`src/rtl/axi_lite_rr_arbiter.sv`:
```
// Round-robin N:1 AXI4-Lite arbiter. Only one transaction is in flight, and the granted
// master's channels are forwarded combinationally to the single downstream slave.
module axi_lite_rr_arbiter #(
   parameter  int NUM_MASTERS = 2,
   parameter  int ADDR_WIDTH  = 32,
   parameter  int DATA_WIDTH  = 32,
   localparam int STRB_WIDTH  = DATA_WIDTH / 8,
   localparam int IDX_W       = (NUM_MASTERS > 1) ? $clog2(NUM_MASTERS) : 1
) (
   input  logic                              aclk,
   input  logic                              aresetn,
   // upstream write address
   input  logic [NUM_MASTERS*ADDR_WIDTH-1:0] s_awaddr,
   input  logic [NUM_MASTERS*3-1:0]          s_awprot,
   input  logic [NUM_MASTERS-1:0]            s_awvalid,
   output logic [NUM_MASTERS-1:0]            s_awready,
   // upstream write data
   input  logic [NUM_MASTERS*DATA_WIDTH-1:0] s_wdata,
   input  logic [NUM_MASTERS*STRB_WIDTH-1:0] s_wstrb,
   input  logic [NUM_MASTERS-1:0]            s_wvalid,
   output logic [NUM_MASTERS-1:0]            s_wready,
   // upstream write response
   output logic [NUM_MASTERS*2-1:0]          s_bresp,
   output logic [NUM_MASTERS-1:0]            s_bvalid,
   input  logic [NUM_MASTERS-1:0]            s_bready,
   // upstream read address
   input  logic [NUM_MASTERS*ADDR_WIDTH-1:0] s_araddr,
   input  logic [NUM_MASTERS*3-1:0]          s_arprot,
   input  logic [NUM_MASTERS-1:0]            s_arvalid,
   output logic [NUM_MASTERS-1:0]            s_arready,
   // upstream read data
   output logic [NUM_MASTERS*DATA_WIDTH-1:0] s_rdata,
   output logic [NUM_MASTERS*2-1:0]          s_rresp,
   output logic [NUM_MASTERS-1:0]            s_rvalid,
   input  logic [NUM_MASTERS-1:0]            s_rready,
   // downstream slave port
   output logic [ADDR_WIDTH-1:0]             m_awaddr,
   output logic [2:0]                        m_awprot,
   output logic                              m_awvalid,
   input  logic                              m_awready,
   output logic [DATA_WIDTH-1:0]             m_wdata,
   output logic [STRB_WIDTH-1:0]             m_wstrb,
   output logic                              m_wvalid,
   input  logic                              m_wready,
   input  logic [1:0]                        m_bresp,
   input  logic                              m_bvalid,
   output logic                              m_bready,
   output logic [ADDR_WIDTH-1:0]             m_araddr,
   output logic [2:0]                        m_arprot,
   output logic                              m_arvalid,
   input  logic                              m_arready,
   input  logic [DATA_WIDTH-1:0]             m_rdata,
   input  logic [1:0]                        m_rresp,
   input  logic                              m_rvalid,
   output logic                              m_rready,
   // status
   output logic [IDX_W-1:0]                  grant_idx,
   output logic                              busy
);

   typedef enum logic [2:0] {
      IDLE,
      WR_XFER,
      WR_RESP,
      RD_ADDR,
      RD_DATA
   } state_t;

   state_t                   r_state;
   state_t                   w_nextState;
   logic [IDX_W-1:0]         r_rrPtr;
   logic [IDX_W-1:0]         r_grantIdx;
   logic                     r_awDone;
   logic                     r_wDone;
   logic                     w_awDoneNext;
   logic                     w_wDoneNext;

   logic [NUM_MASTERS-1:0]   w_wrReq;
   logic [NUM_MASTERS-1:0]   w_req;
   logic [2*NUM_MASTERS-1:0] w_reqDbl;
   logic [2*NUM_MASTERS-1:0] w_reqShift;
   logic [NUM_MASTERS-1:0]   w_reqRot;
   logic [IDX_W-1:0]         w_offset;
   logic [IDX_W:0]           w_sum;
   logic [IDX_W-1:0]         w_pick;
   logic                     w_found;
   logic [IDX_W-1:0]         w_nextPtr;
   logic                     w_awHs;
   logic                     w_wHs;

   assign w_wrReq = s_awvalid & s_wvalid;
   assign w_req   = w_wrReq | s_arvalid;
   assign w_found = |w_req;

   // Rotate the request vector so bit 0 is the master at r_rrPtr; the lowest set bit of the
   // rotated vector is the distance from the pointer to the winner.
   assign w_reqDbl   = {w_req, w_req};
   assign w_reqShift = w_reqDbl >> r_rrPtr;
   assign w_reqRot   = w_reqShift[NUM_MASTERS-1:0];

   always_comb begin
      w_offset = '0;
      for (int k = NUM_MASTERS - 1; k >= 0; k--) begin
         if (w_reqRot[k]) begin
            w_offset = IDX_W'(k);
         end
      end
   end

   // Wrap pointer+offset back into 0..N-1 without relying on N being a power of two.
   always_comb begin
      w_sum = {1'b0, r_rrPtr} + {1'b0, w_offset};
      if (w_sum >= (IDX_W + 1)'(NUM_MASTERS)) begin
         w_sum = w_sum - (IDX_W + 1)'(NUM_MASTERS);
      end
      w_pick = w_sum[IDX_W-1:0];
   end

   assign w_nextPtr = (r_grantIdx == IDX_W'(NUM_MASTERS - 1)) ? '0 : r_grantIdx + 1'b1;

   assign w_awHs = m_awvalid & m_awready;
   assign w_wHs  = m_wvalid & m_wready;

   always_comb begin
      w_nextState  = r_state;
      w_awDoneNext = r_awDone;
      w_wDoneNext  = r_wDone;
      case (r_state)
         IDLE: begin
            if (w_found) begin
               w_nextState = w_wrReq[w_pick] ? WR_XFER : RD_ADDR;
            end
         end
         WR_XFER: begin
            // AW and W may complete in either order or together; leave once both have.
            if ((r_awDone || w_awHs) && (r_wDone || w_wHs)) begin
               w_nextState  = WR_RESP;
               w_awDoneNext = 1'b0;
               w_wDoneNext  = 1'b0;
            end else begin
               w_awDoneNext = r_awDone | w_awHs;
               w_wDoneNext  = r_wDone | w_wHs;
            end
         end
         WR_RESP: begin
            if (m_bvalid && m_bready) begin
               w_nextState = IDLE;
            end
         end
         RD_ADDR: begin
            if (m_arvalid && m_arready) begin
               w_nextState = RD_DATA;
            end
         end
         RD_DATA: begin
            if (m_rvalid && m_rready) begin
               w_nextState = IDLE;
            end
         end
         default: begin
            w_nextState = IDLE;
         end
      endcase
   end

   always_ff @(posedge aclk or negedge aresetn) begin
      if (!aresetn) begin
         r_state    <= IDLE;
         r_rrPtr    <= '0;
         r_grantIdx <= '0;
         r_awDone   <= 1'b0;
         r_wDone    <= 1'b0;
      end else begin
         r_state  <= w_nextState;
         r_awDone <= w_awDoneNext;
         r_wDone  <= w_wDoneNext;
         if (r_state == IDLE && w_found) begin
            r_grantIdx <= w_pick;
         end
         if (r_state != IDLE && w_nextState == IDLE) begin
            r_rrPtr <= w_nextPtr;
         end
      end
   end

   // Channel forwarding: only the channel belonging to the current state is connected,
   // everything else (including IDLE and reset) is driven to zero.
   always_comb begin
      s_awready = '0;
      s_wready  = '0;
      s_bresp   = '0;
      s_bvalid  = '0;
      s_arready = '0;
      s_rdata   = '0;
      s_rresp   = '0;
      s_rvalid  = '0;
      m_awaddr  = '0;
      m_awprot  = '0;
      m_awvalid = 1'b0;
      m_wdata   = '0;
      m_wstrb   = '0;
      m_wvalid  = 1'b0;
      m_bready  = 1'b0;
      m_araddr  = '0;
      m_arprot  = '0;
      m_arvalid = 1'b0;
      m_rready  = 1'b0;
      case (r_state)
         WR_XFER: begin
            m_awaddr              = s_awaddr[r_grantIdx*ADDR_WIDTH +: ADDR_WIDTH];
            m_awprot              = s_awprot[r_grantIdx*3 +: 3];
            m_awvalid             = s_awvalid[r_grantIdx] & ~r_awDone;
            m_wdata               = s_wdata[r_grantIdx*DATA_WIDTH +: DATA_WIDTH];
            m_wstrb               = s_wstrb[r_grantIdx*STRB_WIDTH +: STRB_WIDTH];
            m_wvalid              = s_wvalid[r_grantIdx] & ~r_wDone;
            s_awready[r_grantIdx] = m_awready & ~r_awDone;
            s_wready[r_grantIdx]  = m_wready & ~r_wDone;
         end
         WR_RESP: begin
            s_bvalid[r_grantIdx]        = m_bvalid;
            s_bresp[r_grantIdx*2 +: 2]  = m_bresp;
            m_bready                    = s_bready[r_grantIdx];
         end
         RD_ADDR: begin
            m_araddr              = s_araddr[r_grantIdx*ADDR_WIDTH +: ADDR_WIDTH];
            m_arprot              = s_arprot[r_grantIdx*3 +: 3];
            m_arvalid             = s_arvalid[r_grantIdx];
            s_arready[r_grantIdx] = m_arready;
         end
         RD_DATA: begin
            s_rvalid[r_grantIdx]                        = m_rvalid;
            s_rdata[r_grantIdx*DATA_WIDTH +: DATA_WIDTH] = m_rdata;
            s_rresp[r_grantIdx*2 +: 2]                  = m_rresp;
            m_rready                                    = s_rready[r_grantIdx];
         end
         default: begin
         end
      endcase
   end

   assign grant_idx = r_grantIdx;
   assign busy      = (r_state != IDLE);

endmodule

```
`config.mk`:
```
export PLATFORM = sky130hd
export DESIGN_NAME = axi_lite_rr_arbiter
export DESIGN_NICKNAME = d
export VERILOG_FILES = /design/src/rtl/axi_lite_rr_arbiter.sv
export SDC_FILE = /design/constraint.sdc
export NUM_CORES = 1
export LEC_CHECK = 0
export CORE_AREA = 3 3 177 179
export DETAILED_ROUTE_END_ITERATION = 10
export DIE_AREA = 0 0 180 182
export HOLD_SLACK_MARGIN = 0.12
export PLACE_DENSITY = 0.41
export SLEW_MARGIN = 20
export SYNTH_ARGS = -nofsm -noshare
export SYNTH_HDL_FRONTEND = slang
export SYNTH_SLANG_ARGS = --single-unit
```
`constraint.sdc`:
```
create_clock -name aclk -period 2.1 [get_ports aclk]
set_clock_uncertainty 0.05 [all_clocks]
set_input_delay 0.315 -clock aclk [delete_from_list [all_inputs] [get_ports aclk]]
set_output_delay 0.315 -clock aclk [all_outputs]
set_load 0.1 [all_outputs]
```
==> flow_summary.toml <==
[outcome]
status = "complete, but fails checks"
violations = "negative setup slack"

[timing]
hold_viol = 0
setup_tns_ns = -2.12
max_freq_ghz = 0.461
tightest_slew_ns = 0.389
setup_viol = 66
fin_crit_sh = 1.03
slew_headroom = 0.733
min_period_ns = 2.17
fin_ws_ns = -0.0674
rsz0062_at_grt = "yes"
drv_slew = 0

[global_routing]
groute.layer.met3.usage = 0.0381
grt_start_max_net_pins = 38
grt_pass1_wl_um = 31900
antenna_found_initial = 0
grt-ovfl-total = 0
grt_use_total = 0.127
grt_util_met1 = 0.140
grt_pass1_vias = 4831
busiest_layer = "met2"
grtUsageMet2 = 0.251

[worst_setup_path]
required_ns = 1.74
r2r_slack_ns = 0.16
cp_slowest_cell = "or3b_4"
crit_chain = "or3b_4 -> clkbuf_16 -> buf_8 -> nor2_4 -> buf_12"
crit_path_end_kind = "primary output"
crit_buf_inv = 3
regToRegStartpoint = "grant_idx"
path_class = "flop to primary output"
worstPathMaxFanout = 6
critPathArrivalTime_ns = 1.80
critPathMaxStageDelay_ns = 0.53
r2r-end = "r_state[1]"
critical-path-top-delay-family = "simple AND/OR/NAND/NOR gates"
start_kind = "flop"
rr_worst_depth = 6

[clocking]
cts_tree = "yes"
htreeDepth = 1
cts.sinks = 7
postCtsHoldBufs = 0
cts_root_buf = "clkbuf_16"
clk_pin_slew_ns = 0.04
clk-insertion-delay-late_ns = 0.23
cts_buffers = 3
cts.path.max_buffers = 2

[power]
vdd_drop_max_mv = 0.927
clkPwrFrac = 0.020
p_switching_mw = 9.98
pwr_density_cell_nw_per_um2 = 1480
intPower_mw = 6.49
power.leakage_nw = 4.43
p_comb_frac = 0.963
seq_power_share = 0.017
p_total_mw = 16.5
swShare = 0.606

[die]
rows = 63
initial_core_util = 0.0911
dieArea_um2 = 32800
ios = 460
die_h_um = 182
core_um2 = 29700
die_w_um = 180

[drt]
avgViaCountPerCell = 3.66
wl_per_cell_um = 18.4
vias = 4627
drt_first_pass_iters = 4
drt_iter0_drc = 79
ant_nets = 0
routed_wl_um = 23300
drc = 0

[flow_run]
drv_cap = 0

[logic_synthesis]
synthCells = 397
ys_seq_area_frac = 0.0647
synthTopCellsByArea = "mux2i_1 (40%), and2_1 (17%), nor2_1 (16%), dfrtp_1 (6.5%), buf_2 (3.9%)"
yosys.area.top_type_share = 0.396
ys_ff_latch = 7
synth_area_um2 = 2710
yosysUniqueCellTypes = 38
avgSynthCellArea_um2 = 6.82
synth.largest_area_cell = "mux2i_1"
syn_nets = 662
ys_warn_count = 0

[placement]
routabilityCongestion = 0.802
place_inst = 1243
numPortBuffers = 459
placed_area_um2 = 10500
dp_hpwl_um = 20000
place_ws_ns = 0.0934

[layout]
final_cell_mix = "clkdlybuf4s50_1 (264), buf_12 (209), mux2i_1 (105)"
drive_above_1_share = 0.505
nNetsFinal = 1141
synthToLayoutAreaGrowth_pct = 311
design_area_um2 = 11100
final_cells = 1265
antenna_cells = 0
final_common_cell = "clkdlybuf4s50_1"

[worst_hold_path]
hold_path_class = "primary input to async pin"
[power by group through the flow]
stage               Sequential (mW)  Combinational [mW]  Clock, mW
floorplan                     0.320                9.30          0
global placement              0.307                15.0          0
detailed placement            0.309                15.0          0
CTS                           0.272                15.4      0.325
global route                  0.296                16.4      0.337
finish                        0.286                15.9      0.322
[how the worst max path moves through the flow]
stage / start / depth (start not counted) / end / slack (ns)
4_1_cts: r_state[1] / 5 / m_awaddr[21] / -0.08
6_report: r_state[2] / 5 / m_wdata[12] / -0.07
5_1_grt: r_state[2] / 4 / m_awaddr[27] / -0.13
3_3_place_gp: r_state[2] / 5 / m_awaddr[31] / 0.13
3_5_place_dp: r_state[2] / 5 / m_awaddr[31] / 0.09
2_1_floorplan: grant_idx / 5 / m_araddr[17] / -0.79
[stage by stage]
step	utilization	hold slack [ns]
6_report	0.374	0.310
5_1_grt	0.374	0.338
4_1_cts	0.362	0.312
3_5_place_dp	0.354	0.483
3_3_place_gp	0.354	0.482
2_1_floorplan	-	-0.0306
[Yosys cell counts, drive strengths merged]
library cell	n
mux2	4
and2	72
nand3b	1
mux2i	107
o211ai	2
o22a	2
o21ai	1
or3b	1
o22ai	1
a311o	1
nor2b	2
a21boi	1
and3b	1
o31ai	1
and3	4
or3	1
and4	1
dfrtp	7
a2bb2oi	1
nor3	4
and2b	1
clkbuf	9
nor2	121
nand2	14
a31oi	1
inv	1
nand2b	1
o32a	1
a32o	1
nor3b	1
buf	26
a21oi	5
[layer usage]
| metal | wire length, um | vias up |
|---|---|---|
| met5 | 0 | - |
| met4 | 159 | 0 |
| met3 | 1660 | 10 |
| met2 | 13000 | 218 |
| met1 | 8480 | 2107 |
| li1 | - | 2292 |
[sequential cells by signal (all words and copies together) (netlist names)]
register,flops
r_rrPtr,1
r_wDone,1
r_awDone,1
r_state,3
grant_idx,1
[cell families after synthesis]
group | after synthesis | share of synthesized area
mux | 111 | 0.415
buf+inv | 36 | 0.0707
simple gates | 225 | 0.399
compound gates | 18 | 0.0504
flops | 7 | 0.0647
[cell type report]
cell class / count / area (um2)
Sequential cell: 7 / 179
Inverter: 1 / 3.75
Tap cell: 390 / 488
Clock buffer: 4 / 78.8
Fill cell: 2883 / 18600
Timing Repair Buffer: 508 / 7280
Multi-Input combinational cell: 355 / 3100
[timing repair]
item | in CTS | in global routing
endpoints found under the hold margin | 0 | 0
endpoints found under the setup margin | 144 | 147
pin swaps | 8 | 17
buffers inserted | 4 | 6
cloned | 1 | 7
resized for setup | 29 | 47
[worst register-to-register path: cells and delay by family, from the launching register on]
kind	cells	cell delay (ns)
flip-flops	1	0.53
buffers and inverters	2	0.30
multiplexers	1	0.33
AO/OA/AOI/OAI	2	0.51
AND/OR/NAND/NOR	1	0.09
No activity file was read; power rests on OpenSTA's default activity.
